[src/rtl/rst_seq_pkg.sv]
// Shared types and constants for the APB UART reset sequencer.
package rst_seq_pkg;

    typedef enum logic [2:0] {
        ST_RESET   = 3'd0,
        ST_SYNC    = 3'd1,
        ST_RELEASE = 3'd2,
        ST_RUN     = 3'd3,
        ST_ASSERT  = 3'd4
    } rst_seq_state_e;

    localparam int DEF_NUM_DOM     = 3;
    localparam int DEF_NUM_REQ     = 2;
    localparam int DEF_SYNC_STAGES = 2;
    localparam int DEF_DLY_W       = 8;
    localparam int DEF_HOLD_CYC    = 4;

    // Cause-register bit positions; requester i lives at CAUSE_REQ_BASE + i.
    localparam int CAUSE_POR      = 0;
    localparam int CAUSE_REQ_BASE = 1;

    // Width able to index/count 0..v-1, never narrower than one bit.
    function automatic int idx_width(input int v);
        return (v > 1) ? $clog2(v) : 1;
    endfunction

endpackage

[src/rtl/rst_sync.sv]
// Reset synchronizer: asserts asynchronously, deasserts after SYNC_STAGES clock edges.
module rst_sync
    import rst_seq_pkg::*;
#(
    parameter int SYNC_STAGES = DEF_SYNC_STAGES
) (
    input  logic clk,
    input  logic reset_n,
    output logic rst_n_sync_o
);

    logic [SYNC_STAGES-1:0] sync_r;

    // Shift a constant one through the chain once reset_n is released.
    always_ff @(posedge clk or negedge reset_n) begin
        if (!reset_n) begin
            sync_r <= '0;
        end else begin
            sync_r <= {sync_r[SYNC_STAGES-2:0], 1'b1};
        end
    end

    assign rst_n_sync_o = sync_r[SYNC_STAGES-1];

endmodule

[src/rtl/rst_seq_ctrl.sv]
// Reset sequencer: ordered per-domain reset/clock-enable release after power-on and
// after soft-reset requests, with per-request acks and a sticky reset-cause register.
module rst_seq_ctrl
    import rst_seq_pkg::*;
#(
    parameter int NUM_DOM     = DEF_NUM_DOM,
    parameter int NUM_REQ     = DEF_NUM_REQ,
    parameter int SYNC_STAGES = DEF_SYNC_STAGES,
    parameter int DLY_W       = DEF_DLY_W,
    parameter int HOLD_CYC    = DEF_HOLD_CYC
) (
    input  logic                     clk,
    input  logic                     reset_n,
    input  logic [NUM_REQ-1:0]       rst_req_i,
    output logic [NUM_REQ-1:0]       rst_ack_o,
    input  logic [NUM_DOM*DLY_W-1:0] dly_cfg_i,
    output logic [NUM_DOM-1:0]       dom_rst_n_o,
    output logic [NUM_DOM-1:0]       dom_clk_en_o,
    output logic                     busy_o,
    output logic [NUM_REQ:0]         rst_cause_o
);

    localparam int STEP_W  = idx_width(NUM_DOM);
    localparam int HOLD_W  = idx_width(HOLD_CYC);
    localparam int CAUSE_W = NUM_REQ + 1;
    localparam logic [CAUSE_W-1:0] POR_CAUSE = CAUSE_W'(1) << CAUSE_POR;

    rst_seq_state_e       state_r;
    logic [STEP_W-1:0]    step_r;
    logic [DLY_W-1:0]     cnt_r;
    logic [HOLD_W-1:0]    hold_r;
    logic [DLY_W-1:0]     dly_r [NUM_DOM];
    logic [NUM_REQ-1:0]   req_q_r;
    logic [NUM_REQ-1:0]   pending_r;
    logic [NUM_REQ-1:0]   in_service_r;
    logic [NUM_REQ-1:0]   ack_r;
    logic [CAUSE_W-1:0]   cause_r;
    logic [NUM_DOM-1:0]   dom_rst_n_r;
    logic [NUM_DOM-1:0]   dom_clk_en_r;
    logic                 busy_r;

    logic                 rst_n_sync_s;
    logic [NUM_REQ-1:0]   rise_s;
    logic [STEP_W-1:0]    nxt_step_s;
    logic [DLY_W-1:0]     nxt_dly_s;
    logic                 last_step_s;

    rst_sync #(
        .SYNC_STAGES (SYNC_STAGES)
    ) u_rst_sync (
        .clk          (clk),
        .reset_n      (reset_n),
        .rst_n_sync_o (rst_n_sync_s)
    );

    // Request rising edges and the release delay of the step after the current one.
    always_comb begin
        rise_s      = rst_req_i & ~req_q_r;
        nxt_step_s  = step_r + STEP_W'(1);
        nxt_dly_s   = '0;
        for (int d = 0; d < NUM_DOM; d++) begin
            nxt_dly_s = (STEP_W'(d) == nxt_step_s) ? dly_r[d] : nxt_dly_s;
        end
        last_step_s = (step_r == STEP_W'(NUM_DOM - 1));
    end

    // Registered copy of the requests; frozen low in RESET so a level held through
    // power-on is seen as one fresh edge once the sequencer leaves RESET.
    always_ff @(posedge clk or negedge reset_n) begin
        if (!reset_n) begin
            req_q_r <= '0;
        end else if (state_r != ST_RESET) begin
            req_q_r <= rst_req_i;
        end else begin
            req_q_r <= '0;
        end
    end

    // Sequencer FSM with all outputs registered.
    always_ff @(posedge clk or negedge reset_n) begin
        if (!reset_n) begin
            state_r      <= ST_RESET;
            step_r       <= '0;
            cnt_r        <= '0;
            hold_r       <= '0;
            for (int d = 0; d < NUM_DOM; d++) begin
                dly_r[d] <= '0;
            end
            pending_r    <= '0;
            in_service_r <= '0;
            ack_r        <= '0;
            cause_r      <= POR_CAUSE;
            dom_rst_n_r  <= '0;
            dom_clk_en_r <= '0;
            busy_r       <= 1'b1;
        end else begin
            ack_r <= '0;
            if (state_r != ST_RESET) begin
                pending_r <= pending_r | rise_s;
            end

            case (state_r)
                ST_RESET: begin
                    if (rst_n_sync_s) begin
                        state_r <= ST_SYNC;
                    end
                end

                ST_SYNC: begin
                    for (int d = 0; d < NUM_DOM; d++) begin
                        dly_r[d] <= dly_cfg_i[d*DLY_W +: DLY_W];
                    end
                    step_r  <= '0;
                    cnt_r   <= dly_cfg_i[DLY_W-1:0];
                    if (dly_cfg_i[DLY_W-1:0] == '0) begin
                        dom_clk_en_r[0] <= 1'b1;
                    end
                    state_r <= ST_RELEASE;
                end

                // Clock enable goes up when the count reaches zero, reset one cycle later.
                ST_RELEASE: begin
                    if (cnt_r != '0) begin
                        cnt_r <= cnt_r - DLY_W'(1);
                        if (cnt_r == DLY_W'(1)) begin
                            dom_clk_en_r[step_r] <= 1'b1;
                        end
                    end else begin
                        dom_rst_n_r[step_r] <= 1'b1;
                        if (last_step_s) begin
                            state_r      <= ST_RUN;
                            busy_r       <= 1'b0;
                            ack_r        <= in_service_r;
                            in_service_r <= '0;
                        end else begin
                            step_r <= nxt_step_s;
                            cnt_r  <= nxt_dly_s;
                            if (nxt_dly_s == '0) begin
                                dom_clk_en_r[nxt_step_s] <= 1'b1;
                            end
                        end
                    end
                end

                ST_RUN: begin
                    if (pending_r != '0) begin
                        state_r      <= ST_ASSERT;
                        busy_r       <= 1'b1;
                        in_service_r <= pending_r;
                        pending_r    <= rise_s;
                        cause_r      <= {pending_r, 1'b0};
                        dom_rst_n_r  <= '0;
                        hold_r       <= HOLD_W'(HOLD_CYC - 1);
                    end
                end

                ST_ASSERT: begin
                    dom_clk_en_r <= '0;
                    if (hold_r == '0) begin
                        state_r <= ST_SYNC;
                    end else begin
                        hold_r <= hold_r - HOLD_W'(1);
                    end
                end

                default: begin
                    state_r <= ST_RESET;
                end
            endcase
        end
    end

    assign rst_ack_o    = ack_r;
    assign dom_rst_n_o  = dom_rst_n_r;
    assign dom_clk_en_o = dom_clk_en_r;
    assign busy_o       = busy_r;
    assign rst_cause_o  = cause_r;

endmodule
[config.mk]
export PLATFORM = sky130hd
export DESIGN_NAME = rst_seq_ctrl
export DESIGN_NICKNAME = d
export VERILOG_FILES = /design/src/rtl/rst_seq_pkg.sv /design/src/rtl/rst_sync.sv /design/src/rtl/rst_seq_ctrl.sv
export SDC_FILE = /design/constraint.sdc
export NUM_CORES = 1
export LEC_CHECK = 0
export ABC_AREA = 0
export CAP_MARGIN = 20
export CORE_MARGIN = 4
export CORE_UTILIZATION = 40
export DETAILED_ROUTE_END_ITERATION = 16
export PLACE_DENSITY = 0.73
export SYNTH_ARGS = -nofsm -noshare
export SYNTH_HDL_FRONTEND = slang
export SYNTH_SLANG_ARGS = --single-unit
[constraint.sdc]
create_clock -name clk -period 2.9 [get_ports clk]
set_input_delay 0.435 -clock clk [delete_from_list [all_inputs] [get_ports clk]]
set_output_delay 0.435 -clock clk [all_outputs]
set_load 0.005 [all_outputs]
======== After elaboration in Yosys (flattened, before gate mapping) ========
Cells that the tools add are included.
word-level totals
  word-level logic and storage cells ...... 120
  output and inout bits ................... 12
  flip-flop bits (word level) ............. 59
  input bits .............................. 28
cells by class
  mux-type cells .......................... 47
  add/sub/neg operators ................... 3
  order comparisons ....................... 4
  bitwise logic cells ..................... 6
  reduce and logical (&&, ||, !) cells .... 24
  eq/ne operators ......................... 19
operators with widths
  operator                                                            number
  2-to-1 mux 8 bit                                                    5
  2-to-1 mux 3 bit                                                    11
  2-to-1 mux 2 bit                                                    14
  logical NOT 8 bit                                                   2
  one-hot mux 2 bit (2 select lines)                                  4
  one-hot mux 8 bit (2 select lines)                                  1
  one-hot mux 3 bit (5 select lines)                                  1
  inequality test 2 bit (second input constant)                       7
  AND reduction 5 bit                                                 2
  nonzero test 2 bit                                                  5
  inequality test 3 bit (second input constant)                       3
  OR 3 bit                                                            3
  AND reduction 3 bit                                                 3
  equality test 8 x 1 -> 1 bit (second input constant)                1
  AND reduction 4 bit                                                 2
  nonzero test 8 bit                                                  1
  subtractor 8 x 1 -> 8 bit (second input constant)                   1
  equality test 3 x 2 -> 1 bit (second input constant)                2
  < comparator 2 x 3 -> 1 bit (second input constant)                 2
  2-to-1 mux 1 bit                                                    6
  one-hot mux 3 bit (2 select lines)                                  1
  nonzero test 3 bit                                                  2
  demux 1 bit (select 2 bit)                                          2
  greater-or-equal comparator 2 x 1 -> 1 bit (second input constant)  2
  17 further kinds                                                    20

======== Logic depth before layout (Yosys ltp) ========
Gate-level depths: netlist of the first run.
  word-level depth ........................ 10
  gate-level depth with buffers ........... 9
  depth with buffers taken out ............ 7

======== By module ========
From an unflattened synthesis of the first run, not the netlist that was laid out.
unflattened totals
  cells, all modules ...................... 297
  area, all modules ....................... 3,084.2 µm²
modules (own cells, without submodules)
  module        cells an instance  sequential area each (µm²)  times used  area each (µm²)
  rst_seq_ctrl  294                1,428.9                     1           3,030.4
  rst_sync      3                  50.0                        1           53.8

======== Least setup slack after synthesis of the first run ========
OpenSTA, ideal clock, no wires.
  path type ............................... register to register
  from .................................... reg step_r[0]
  to ...................................... reg cnt_r[5]
  path slack .............................. 0.724 ns
  setup time .............................. 0.124 ns
  buffers on the path ..................... 2
  arrival time ............................ 2.052 ns
  stages on the path, launching flop included .. 10
  required time ........................... 2.776 ns
  period minus slack after synthesis ...... 2.176 ns
  path through ............................ dfrtp_1 inv_1 ha_1 clkbuf_1 or3b_2 a21oi_4 or2_0 buf_2 o21ai_1 a211o_1
on the way
  cells in the longest elaborated chain, start to end .. 8
  elaborated cells on any way between the ends .. 13
RTL lines
  element                             line                 RTL
  from (decl)                         rst_seq_ctrl.sv:29   logic [STEP_W-1:0] step_r;
  from (signal assigned)              rst_seq_ctrl.sv:136  step_r <= nxt_step_s;
  adder 2 x 1 -> 2 bit                rst_seq_ctrl.sv:59   nxt_step_s = step_r + STEP_W'(1);
  logical NOT 2 bit                   rst_seq_ctrl.sv:62   nxt_dly_s = (STEP_W'(d) == nxt_step_s) ? dly_r[d] : nxt_dly_s;
  2-to-1 mux 8 bit (3 in series)      rst_seq_ctrl.sv:62
  2-to-1 mux 8 bit                    rst_seq_ctrl.sv:130  if (last_step_s) begin
  2-to-1 mux 8 bit                    rst_seq_ctrl.sv:123  if (cnt_r != '0) begin
  one-hot mux 8 bit (2 select lines)  rst_seq_ctrl.sv:102  case (state_r)
  to (signal assigned)                rst_seq_ctrl.sv:114  cnt_r <= dly_cfg_i[DLY_W-1:0];
  to (signal assigned)                rst_seq_ctrl.sv:124  cnt_r <= cnt_r - DLY_W'(1);
  to (signal assigned)                rst_seq_ctrl.sv:137  cnt_r <= nxt_dly_s;
  to (decl)                           rst_seq_ctrl.sv:30   logic [DLY_W-1:0] cnt_r;
Several ways; a longest one is shown, not always the timed one. The select of a mux whose other input is x is not followed.
A chain may end at the register's enable or synchronous reset.

======== Worst setup path in the final report of the first run ========
Same ends and word-level chain as after synthesis.

==> summary.txt, run 1 <==
Final layout
  – Filler Cells Inserted: 688
  – Area Growth Syn to Fin: 22.5%
  – Most common cell after layout, fill and taps aside: dfrtp_1
  – Final Non-Filler Cells: 425
  – Ant diodes: 0
  – Total Nets Final: 356
  – Most frequent cells in the layout: 57 x dfrtp_1, 38 x clkdlybuf4s50_1, 26 x mux2_2
  – Share of layout cells above drive strength 1: 19.6%

Clock network
  – Root buf cell: clkbuf_8
  – CTS resizes: 0
  – Clk_lat worst skew: 0.33 ns
  – CTS max path bufs: 2
  – CTS Hold Bufs: 0
  – TritonCTS buffer count: 9
  – CTS sink count: 59
  – CTS tree: built
  – Post CTS Setup Buffer Count: 0
  – H-tree Lvls: 3
  – Clock transition at the registers of the reported paths: 0.07 ns

Power and ir drop
  – IR drop worst, VDD: 0.413 mV
  – Clock share of power: 20.5%
  – PwrDens: 998 nW/µm²
  – Pwr Total: 3670 µW
  – Switching portion of total power: 37.4%
  – Combinational cell fraction of total power: 40.1%
  – Static Leak: 0.00155 µW
  – Flop pwr share: 39.4%
  – NetSw: 1370 µW
  – Cell-internal power: 2300 µW

Worst setup path
  – Slowest CP cell: or3b_2
  – Crit. End Element: register
  – CP max stage delay: 0.51 ns
  – R2r worst-path depth: 7
  – CP Class: register to register
  – CP startpoint kind: register
  – Worst EP required: 3.12 ns
  – Arr. time, crit path: 2.65 ns
  – Critical Path Fanout Max: 9
  – Critical-path cell list: inv_1, ha_1, or3b_2, a21oi_4, or2_0, o21ai_1, a211o_1

Drt
  – Via/cell ratio: 5.50
  – Routed Antenna Nets: 0
  – Final WL: 6660 µm
  – Pre-antenna DRT Iters: 4
  – Wire per inst: 15.7 µm
  – Initial detailed-routing violation count: 107
  – Via Count: 2,337
  – Drt drc: 0

STA
  – Crit share post-route: 83.8%
  – Clk_skew: 0.00761 ns
  – Min Hold Slack: 0.0983 ns
  – Final Critical Period: 2.43 ns
  – Setup Viol. Count Final: 0
  – F_max: 412 MHz
  – Final setup margin: 0.470 ns
  – RSZ-0062 raised after global routing: no
  – Slew headroom: 57.2%
  – Sum of negative setup slack: 0 ns
  – Actual slew at the worst max-slew pin: 0.642 ns
  – Hold Fails Final Rpt: 0
  – Slew Viols, Final: 0

Place
  – Dpl ws: 0.506 ns
  – IO buf count: 39
  – Placed Cells incl. Taps: 409
  – Detail Placement HPWL: 4960 µm
  – GPL Wtd Cong: 0.894

Synth
  – Syn nets: 317
  – Register area share after synthesis: 49.3%
  – Synth Register Bits: 59
  – Syn_area_per_cell: 10.6 µm²
  – Post-Syn Instances: 282
  – Yosys top cell area share: 47.5%
  – YS warnings: 0
  – Top cells by area, synth: dfrtp_1 48%, mux2_2 9.7%, a21oi_1 4.0%
  – EDFF count, synth: 0
  – Most used DFF post-synth: dfrtp_1
  – Cell taking the most area after synthesis: dfrtp_1
  – Netlist cell types: 53
  – Post-synth ARST share: 100%
  – Post-Syn Area: 3000 µm²

Floorplan
  – Die Width: 94.6 µm
  – Io pins: 40
  – FP Rows: 31
  – Die extent in y: 94.6 µm
  – Initial core utilization: 41.2%
  – Die area: 8960 µm²
  – Placeable Area: 7290 µm²

Global routing
  – GRT overflow: 0
  – GRT Total Usage: 16.2%
  – Vias in the first global route: 2,230
  – Antenna violations before repair: 0
  – Largest net degree at the start of global routing: 26
  – First-pass GRT wire length: 11,200 µm

Min path
  – Worst Hold Class: primary input to asynchronous set/reset pin

Status
  – Outcome: completed

Run
  – Max-Cap Viols: 0
critical path: cells and delay by family, from the launching register on:
family	cells	cell delay (ns)
adder cells (fa/ha/maj)	1	0.33
buffers and inverters	1	0.08
AO/OA/AOI/OAI	3	0.65
flip-flops	1	0.42
AND/OR/NAND/NOR	2	0.83
cell type report:
class	instances	area (µm²)	share of cell area (%)
multi-input combinational	198	1420	38.7
inverter	9	33.8	0.919
timing repair buffer	44	423	11.5
tap	99	124	3.37
clock inverter	4	48.8	1.33
sequential	59	1480	40.2
clock buffer	12	145	3.95
registers in the layout, indices dropped and copies added (netlist names), 3 cells and up:
register and count:
dly_r 24, dom_rst_n_o 3, rst_cause_o 3, dom_clk_en_o 3
cnt_r 8, state_r 3
power by group through the flow:
stage | registers [µW] | logic, µW | clock network (µW)
finish | 1440 | 1470 | 752
global route | 1490 | 1640 | 802
CTS | 1450 | 1470 | 762
detailed placement | 1460 | 1470 | 0
global placement | 1450 | 1450 | 0
floorplan | 1350 | 1190 | 0
through the flow:
step	cell area, µm²	utilization (%)
final	3680	50.4
after global routing	3680	50.4
after CTS	3680	50.4
after detailed placement	3480	47.8
after global placement	3480	47.8
after floorplan	3000	-
layer usage:
metal	routed length, µm	share of wire [%]	global-route usage, %
met2	3080	46	24.9
met4	91	1.4	6.13
met1	3160	47	22.4
met3	322	4.8	3.67
met5	0	0	0
synth_stat cells, drive strengths merged (2+ instances only):
master and count:
a21oi 26, a222oi 2, a22o 4, a22oi 4
a311oi 2, a31o 2, a31oi 4, a32o 4
a32oi 2, and2 2, and3 3, buf 7
clkbuf 9, dfrtp 57, dfstp 2, ha 7
inv 9, mux2 26, nand2 20, nand3 2
nand3b 9, nor2 20, nor2b 10, nor3 5
nor3b 2, nor4 8, o21ai 11, o22ai 3
or2 2, or3b 3, or4 2
logic make-up after synthesis:
logic type      share of synthesized area (%)
flops                                    49.3
compound gates                           17.0
simple gates                             17.5
buf+inv                                  3.42
other cells                             0.125
fa+ha+maj                                2.92
mux                                      9.75
final timing paths:
| check | from | endpoint | slack (ns) |
|---|---|---|---|
| max | step_r[0]$_DFFE_PN0P_ | cnt_r[5]$_DFFE_PN0P_ | 0.47 |
| min | reset_n | pending_r[0]$_DFF_PN0_ | 0.1 |
| max reg2reg | step_r[0]$_DFFE_PN0P_ | cnt_r[5]$_DFFE_PN0P_ | 0.47 |
| min reg2reg | u_rst_sync.sync_r[0]$_DFF_PN0_ | u_rst_sync.sync_r[1]$_DFF_PN0_ | 0.36 |
| max in group asynchronous | reset_n | busy_o$_DFFE_PN1P_ | 2.06 |
| min in group clk | u_rst_sync.sync_r[0]$_DFF_PN0_ | u_rst_sync.sync_r[1]$_DFF_PN0_ | 0.36 |
No activity file was read; power rests on OpenSTA's default activity.
==> inputs of run 2 (changes only) <==
Clock period 2.9 ns to 2.5 ns, I/O delays scaled along.
==> run 2 against run 1 <==
- global-route usage up 1.1 points
- sequential share of layout area is 0.53 points lower
- worst hold slack got worse by 0.078 ns
- die area unchanged
- worst setup slack lost 0.26 ns
- maximum frequency is 6.1% higher
- sequential power is 17% higher
- first-iteration DRC count increased by 32%
- combinational power grew 20%
- critical path type unchanged
- critical endpoint is now cnt_r[7]$_DFFE_PN0P_
- highest routed layer unchanged
==> summary.txt, run 2 (synthesized netlist as in run 1, its figures left out) <==
Status
  – Outcome: completed

STA
  – Actual slew at the worst max-slew pin: 0.611 ns (-0.0314 ns)
  – Sum of negative setup slack: 0 ns (unchanged)
  – Slew headroom: 59.3% (+2.1 points)
  – Crit share post-route: 91.6% (+7.8 points)
  – Hold Fails Final Rpt: 0 (unchanged)
  – Setup Viol. Count Final: 0 (unchanged)
  – Final setup margin: 0.209 ns (-0.261 ns)
  – Final Critical Period: 2.29 ns (-0.139 ns)
  – Min Hold Slack: 0.0200 ns (-0.0783 ns)
  – Clk_skew: 0.0143 ns (+0.00667 ns)
  – RSZ-0062 raised after global routing: no
  – Slew Viols, Final: 0 (unchanged)
  – F_max: 437 MHz (+6.1%)

Drt
  – Wire per inst: 16.3 µm (+4.1%)
  – Pre-antenna DRT Iters: 4 (unchanged)
  – Initial detailed-routing violation count: 141 (+32%)
  – Via/cell ratio: 5.43 (-1.3%)
  – Drt drc: 0 (unchanged)
  – Via Count: 2,328 (-0.39%)
  – Routed Antenna Nets: 0 (unchanged)
  – Final WL: 6990 µm (+5.0%)

Worst setup path
  – Arr. time, crit path: 2.52 ns (-0.13 ns)
  – CP startpoint kind: register
  – CP Class: register to register
  – Crit. End Element: register
  – Worst EP required: 2.73 ns (-0.39 ns)
  – R2r worst-path depth: 7 (unchanged)
  – Critical Path Fanout Max: 8 (-1)

Place
  – Dpl ws: 0.263 ns (-0.243 ns)
  – Detail Placement HPWL: 5000 µm (+0.85%)
  – GPL Wtd Cong: 0.910 (+1.8%)
  – IO buf count: 39 (unchanged)

Final layout
  – Post-layout util: 51.1% (+0.67 points)
  – Max reg flops: 24 (unchanged)
  – Largest regs: dly_r (24), cnt_r (8)
  – Most frequent cells in the layout: 57 x dfrtp_1, 38 x clkdlybuf4s50_1, 26 x mux2_2
  – Most common cell after layout, fill and taps aside: dfrtp_1
  – Biggest register: dly_r
  – Ant diodes: 0 (unchanged)
  – Total Nets Final: 360 (+1.1%)
  – Share of layout cells above drive strength 1: 21.2% (+1.6 points)
  – Area Growth Syn to Fin: 24.1%

Floorplan
  – Initial core utilization: 41.2% (unchanged)
  – Die extent in y: 94.6 µm (unchanged)
  – Io pins: 40 (unchanged)
  – Die area: 8960 µm² (unchanged)
  – Die Width: 94.6 µm (unchanged)
  – Placeable Area: 7290 µm² (unchanged)
  – FP Rows: 31 (unchanged)

Global routing
  – Antenna violations before repair: 0 (unchanged)
  – Vias in the first global route: 2,415 (+8.3%)
  – Largest net degree at the start of global routing: 36 (+38%)
  – GRT Total Usage: 17.3% (+1.1 points)
  – First-pass GRT wire length: 11,800 µm (+5.5%)
  – GRT overflow: 0 (unchanged)

Power and ir drop
  – Static Leak: 0.00157 µW (+1.3%)
  – PwrDens: 1170 nW/µm² (+17%)
  – IR drop worst, VDD: 0.573 mV (+39%)

Clock network
  – Clk_lat worst skew: 0.36 ns (+0.03 ns)
  – CTS resizes: 0 (unchanged)
  – H-tree Lvls: 3 (unchanged)
  – CTS max path bufs: 2 (unchanged)
  – CTS tree: built
  – Post CTS Setup Buffer Count: 0 (unchanged)
  – CTS Hold Bufs: 0 (unchanged)
  – Clock transition at the registers of the reported paths: 0.08 ns (about the same)
  – TritonCTS buffer count: 9 (unchanged)
  – CTS sink count: 59 (unchanged)
  – Root buf cell: clkbuf_8

Min path
  – Worst Hold Class: primary input to asynchronous set/reset pin

Run
  – Max-Cap Viols: 0 (unchanged)
[run 2: final cells by class]
class,count,area [µm²]
clock buffer,9,124
tap,99,124
timing repair buffer,48,465
inverter,9,33.8
clock inverter,7,76.3
sequential,59,1480
multi-input combinational,198,1420
fill,687,3570
[run 2: path summary, 6_finish.rpt]
| kind | start | to | slack [ns] |
|---|---|---|---|
| max reg2reg | cnt_r[0]$_DFFE_PN0P_ | cnt_r[7]$_DFFE_PN0P_ | 0.21 |
| max | cnt_r[0]$_DFFE_PN0P_ | cnt_r[7]$_DFFE_PN0P_ | 0.21 |
| min | reset_n | hold_r[0]$_DFFE_PN0P_ | 0.02 |
| max in group asynchronous | reset_n | rst_cause_o[0]$_DFFE_PN1P_ | 1.81 |
| min reg2reg | u_rst_sync.sync_r[0]$_DFF_PN0_ | u_rst_sync.sync_r[1]$_DFF_PN0_ | 0.35 |
| min in group clk | u_rst_sync.sync_r[0]$_DFF_PN0_ | u_rst_sync.sync_r[1]$_DFF_PN0_ | 0.35 |
[run 2: metrics by stage]
stage	instance area, µm²	power [µW]	instances
2_1_floorplan	3000	2940	282
3_3_place_gp	3530	3400	413
3_5_place_dp	3530	3450	413
4_1_cts	3730	4360	429
5_1_grt	3730	4680	429
6_report	3730	4350	429
[run 2: where the power goes]
group / total, µW / internal [µW] / switching (µW)
Combinational: 1770 / 874 / 900
Sequential: 1690 / 1340 / 343
Clock: 893 / 464 / 429
Total: 4350 / 2680 / 1670
[run 2: routing by layer]
metal	global-route usage (%)	up-vias	part of all wire (%)
met5	0	-	0
met2	29.5	54	50
met1	20.7	1153	44
met4	5.77	0	1.1
met3	5.50	6	4.9
li1	-	1115	-
[run 2: worst max-delay path, cell delays in order, from the launching register on]
cell and delay [ns]:
dfrtp_1 0.43, inv_1 0.09, ha_1 0.25, or3b_2 0.54, o21ai_2 0.36, nand2_1 0.13, a222oi_1 0.28, nor2_1 0.09
==> RTL edit 1, RTL diff (settings of run 1) <==
Change the package constant `DEF_SYNC_STAGES` from 2 to 4.
--- a/src/rtl/rst_seq_pkg.sv
+++ b/src/rtl/rst_seq_pkg.sv
@@ -12,5 +12,5 @@
     localparam int DEF_NUM_DOM     = 3;
     localparam int DEF_NUM_REQ     = 2;
-    localparam int DEF_SYNC_STAGES = 2;
+    localparam int DEF_SYNC_STAGES = 4;
     localparam int DEF_DLY_W       = 8;
     localparam int DEF_HOLD_CYC    = 4;
Formal check against the unedited RTL: not equivalent (Yosys sat finds a counterexample within 10 cycles, from zero or initial values and one cycle with reset_n low).
==> RTL edit 1 against run 1 <==
Total power decreased by 0.12%; routed wire length rose by 1.2%; largest cell class unchanged; design area rose by 1.8%; synthesized cell count up 3.5%; worst setup slack better by 110 ps; worst hold slack better by 18 ps; synthesized area increased by 2.3%; non-clock buffer count down 2; sequential cell count rose by 2; critical path depth down 1; clock power grew 3.6%; highest routed layer unchanged.
==> RTL edit 1: results (changes against run 1) <==
| Metric | Value |
|---|---|
| Met2 Use GR | `0.237 (-0.0121)` |
| Largest cells by area after synthesis | `dfrtp_1 48%, mux2_2 8.4%, a21oi_1 5.1%` |
| Vias in the first global route | `2294 (+2.9%)` |
| Pre-CTS setup slack | `627 ps (+120 ps)` |
| Total GRT Usage | `0.160 (-0.00231)` |
| Met1 Usage GRT | `0.215 (-0.00917)` |
| Worst slew pin tran | `643 ps (+0.674 ps)` |
| Biggest regs | `dly_r (24), cnt_r (8), u_rst_sync.sync_r (4)` |
| WL final | `6.73 mm (+1.2%)` |
| GP Congestion | `0.918 (+2.7%)` |
| R2R depth | `6 (-1)` |
| Dpl hpwl | `4.94 mm (-0.38%)` |
| Commonest cells in the netlist | `59 x dfrtp_1, 31 x a21oi_1, 26 x nand2_1, 23 x mux2_2, 16 x nor2_1` |
| R2r setup slk | `580 ps (+110 ps)` |
| Largest net degree at the start of global routing | `35 (+35%)` |
| Max VDD drop | `0.470 mV (+14%)` |
| Met3 Track Usage GR | `0.0481 (+0.0115)` |
| Final cycle utilization of the critical path | `0.799 (-0.0385)` |
| Max Fanout on Critical Path | `14 (+5)` |
| First-pass GRT wire length | `11.2 mm (+0.37%)` |
| DR vias/cell | `5.44 (-1.0%)` |
| Layout cells sized above 1 | `0.167 (-0.0292)` |
| Sequential share of the synthesized area | `0.498 (+0.00546)` |
| Leak | `0.00158 uW (+1.7%)` |
| Final Net Count | `365 (+2.5%)` |
| Fill cells | `691 (+0.44%)` |
| Clock skew | `7.47 ps (-0.140 ps)` |
| Status | `finished clean` |
| Mapped Nets | `327 (+3.2%)` |
==> RTL edit 1: per-layer routing <==
metal	routed length [microns]	vias to the layer above
met4	128	0
met5	0	-
met1	3140	1154
li1	-	1124
met3	333	14
met2	3130	70
==> RTL edit 1: cell type report <==
class                   count  share of cell area
inverters                  13              0.0130
multi-input cells         203               0.377
well taps                  99              0.0331
flip-flops and latches     61               0.408
clock buffers              13              0.0451
repair buffers             42               0.112
clock inverters             3              0.0114
==> RTL edit 1: critical path, cell delays in order (launching register included) <==
cell	delay, ps
dfrtp_1	400
inv_1	100
ha_1	300
or3b_2	480
a21oi_2	320
nor2_2	210
a221o_1	390
==> RTL edit 1: cells by family (layout without fill, tap and decap cells) <==
| logic type | after synthesis | count (layout) | synth area share |
|---|---|---|---|
| flops | 61 | 61 | 0.498 |
| other cells | 1 | 1 | 0.00122 |
| simple gates | 94 | 94 | 0.173 |
| xor+xnor | 1 | 1 | 0.00285 |
| fa+ha+maj | 7 | 7 | 0.0285 |
| mux | 27 | 27 | 0.0978 |
| buf+inv | 28 | 71 | 0.0444 |
| compound gates | 73 | 73 | 0.154 |
==> RTL edit 1: through the flow <==
step,cell area [sq um],util,instances,hold WS [ps]
floorplan,3070,-,292,139
global placement,3530,0.479,418,331
detailed placement,3530,0.479,418,336
CTS,3740,0.508,434,127
global route,3740,0.508,434,153
finish,3740,0.508,434,117
==> RTL edit 1: worst paths after layout <==
check | end
worst max-delay path | cnt_r[6]
worst min-delay path | dly_r[14]
worst max register to register | cnt_r[6]
worst min register to register | u_rst_sync.sync_r[3]
max in group asynchronous | busy_o
min in group clk | u_rst_sync.sync_r[3]
==> RTL edit 1: report_power, final <==
group	total [uW]	switching, uW	internal [uW]	leakage (uW)
Combinational	1400	706	691	0.000736
Sequential	1490	296	1190	0.000735
Clock	779	313	466	0.000106
Total	3670	1310	2350	0.00158
==> RTL edit 2, RTL diff (config.mk and constraints of run 1) <==
Made on the original files. Re-encode `rst_seq_state_e` (5 states) as one-hot, 5 bits wide.
--- a/src/rtl/rst_seq_pkg.sv
+++ b/src/rtl/rst_seq_pkg.sv
@@ -2,10 +2,10 @@
 package rst_seq_pkg;
 
-    typedef enum logic [2:0] {
-        ST_RESET   = 3'd0,
-        ST_SYNC    = 3'd1,
-        ST_RELEASE = 3'd2,
-        ST_RUN     = 3'd3,
-        ST_ASSERT  = 3'd4
+    typedef enum logic [4:0] {
+        ST_RESET   = 5'b00001,
+        ST_SYNC    = 5'b00010,
+        ST_RELEASE = 5'b00100,
+        ST_RUN     = 5'b01000,
+        ST_ASSERT  = 5'b10000
     } rst_seq_state_e;
 
Function: no difference found for any inputs over 10 cycles, from zero or initial values and one cycle with reset_n low; not proved beyond that.
==> RTL edit 2 against run 1 <==
Routed wire length is 12% higher; worst setup slack hardly changed; design area is 3.0% higher; synthesized area is 4.2% higher; total power is 17% lower; sequential cell count is 2 higher; global-route usage is 1.8 points higher; synthesized cell count is 25% higher; critical path depth stayed put; fmax hardly changed; critical endpoint is now dom_clk_en_o[2]; largest power group is now registers.
==> RTL edit 2: results (changes against run 1) <==
| Metric | Value |
|---|---|
| DRT Pass-1 Iters | `4 (unchanged)` |
| Worst endpoint data arrival time | `2660 ps (about the same)` |
| Leak | `0.00172 uW (+11%)` |
| Synth Area in XOR/XNOR | `0.00280 (+0.00280)` |
| First-pass GRT wire length | `12.6 mm (+13%)` |
| Synthesized-area fraction occupied by adder cells | `0.0280 (-0.00118)` |
| Largest cells by area after synthesis | `dfrtp_1 46%, nand2_1 12%, a21oi_1 4.8%` |
| Dpl hpwl | `5.41 mm (+9.2%)` |
| Hold Path Class | `in -> async` |
| Wl on met1 | `3.52 mm (+11%)` |
| R2r setup slk | `470 ps (about the same)` |
| H-tree depth | `3 (unchanged)` |
| Final Net Count | `427 (+20%)` |
| DR WL/cell | `15.1 microns (-3.7%)` |
| Via Count | `2613 (+12%)` |
| Routed wl met2 | `3.37 mm (+9.2%)` |
| Dpl cell area | `3570 sq um (+2.6%)` |
| Clk root buf | `clkbuf_8` |
| Commonest cells in the netlist | `101 x nand2_1, 58 x dfrtp_1, 30 x a21oi_1, 19 x nor2_1, 15 x inv_1` |
| Worst path slowest cell | `ha_1` |
| Startpoint class of the critical path | `flop` |
| CP max stage delay | `580 ps (+70 ps)` |
| DR iter-0 viols | `179 (+67%)` |
| Asr flop ratio synth | `1.00 (unchanged)` |
| Top layer in use | `met4` |
| Met1 Usage GRT | `0.249 (+0.0249)` |
| Met3 wire length | `426 microns (+32%)` |
| Initial antenna violation count | `0 (unchanged)` |
| Yosys cell types | `49 (-7.5%)` |
| Status | `finished clean` |
| Met2 Use GR | `0.271 (+0.0223)` |
| Synth warn | `0 (unchanged)` |
| Reg2reg end | `dom_clk_en_o[2]` |
| Crit path to | `dom_clk_en_o[2]` |
| Mapped Nets | `388 (+22%)` |
| Met3 Track Usage GR | `0.0411 (+0.00440)` |
| Clock skew | `10.5 ps (+2.89 ps)` |
| Crit-path leading delay family | `simple AND/OR/NAND/NOR gates` |
| Max VDD drop | `0.369 mV (-11%)` |
| Power per cell area | `804 nW/um^2 (-19%)` |
| Layout cells sized above 1 | `0.0882 (-0.108)` |
| Crit Reg-Reg Startpoint | `step_r[1]` |
| Worst slew margin | `0.472 (-0.100)` |
| Biggest regs | `dly_r (24), cnt_r (8), state_r (5)` |
| Post-synthesis mux area share | `0.00960 (-0.0879)` |
| Cts repair resizes | `0 (unchanged)` |
| Clock buffer depth | `2 (unchanged)` |
| Clock transition at path regs | `70 ps (about the same)` |
| Hold Slack | `166 ps (+67.7 ps)` |
| Max Fanout on Critical Path | `21 (+12)` |
| Top_reg_cell synth | `dfrtp_1` |
| Sequential share of the synthesized area | `0.489 (-0.00350)` |
| Port Buf Inserts | `39 (unchanged)` |
| Total GRT Usage | `0.181 (+0.0182)` |
| Largest net degree at the start of global routing | `37 (+42%)` |
| R2R depth | `7 (unchanged)` |
| GP Congestion | `0.851 (-4.9%)` |
| Post-synthesis compound-gate area fraction | `0.146 (-0.0237)` |
[RTL edit 2: changes by cell type in the layout (fill, tap and decap cells not counted), sizes merged, moves of 4 or more]
cell   change
a22oi      -4
a22o       -4
a21oi      +5
mux2      -26
a32o       -4
nand2     +81
o31ai      +4
inv        +5
[RTL edit 2: final cells by class]
class	count	area (sq um)
multi-input cells	260	1430
flip-flops and latches	61	1530
clock buffers	13	169
well taps	99	124
clock inverters	3	43.8
repair buffers	45	430
fillers	693	3620
inverters	15	56.3
[RTL edit 2: per-stage QoR]
step                      worst slack [ps]  cells  power [uW]
after floorplan                        989    353        1980
after global placement                 526    480        2210
after detailed placement               490    480        2250
after CTS                              479    496        3060
after global routing                   209    496        3260
final                                  471    496        3040
[RTL edit 2: where the power goes]
| part | switching [uW] | internal, uW |
|---|---|---|
| Clock | 337 | 468 |
| Combinational | 526 | 377 |
| Sequential | 219 | 1120 |
| Total | 1080 | 1960 |
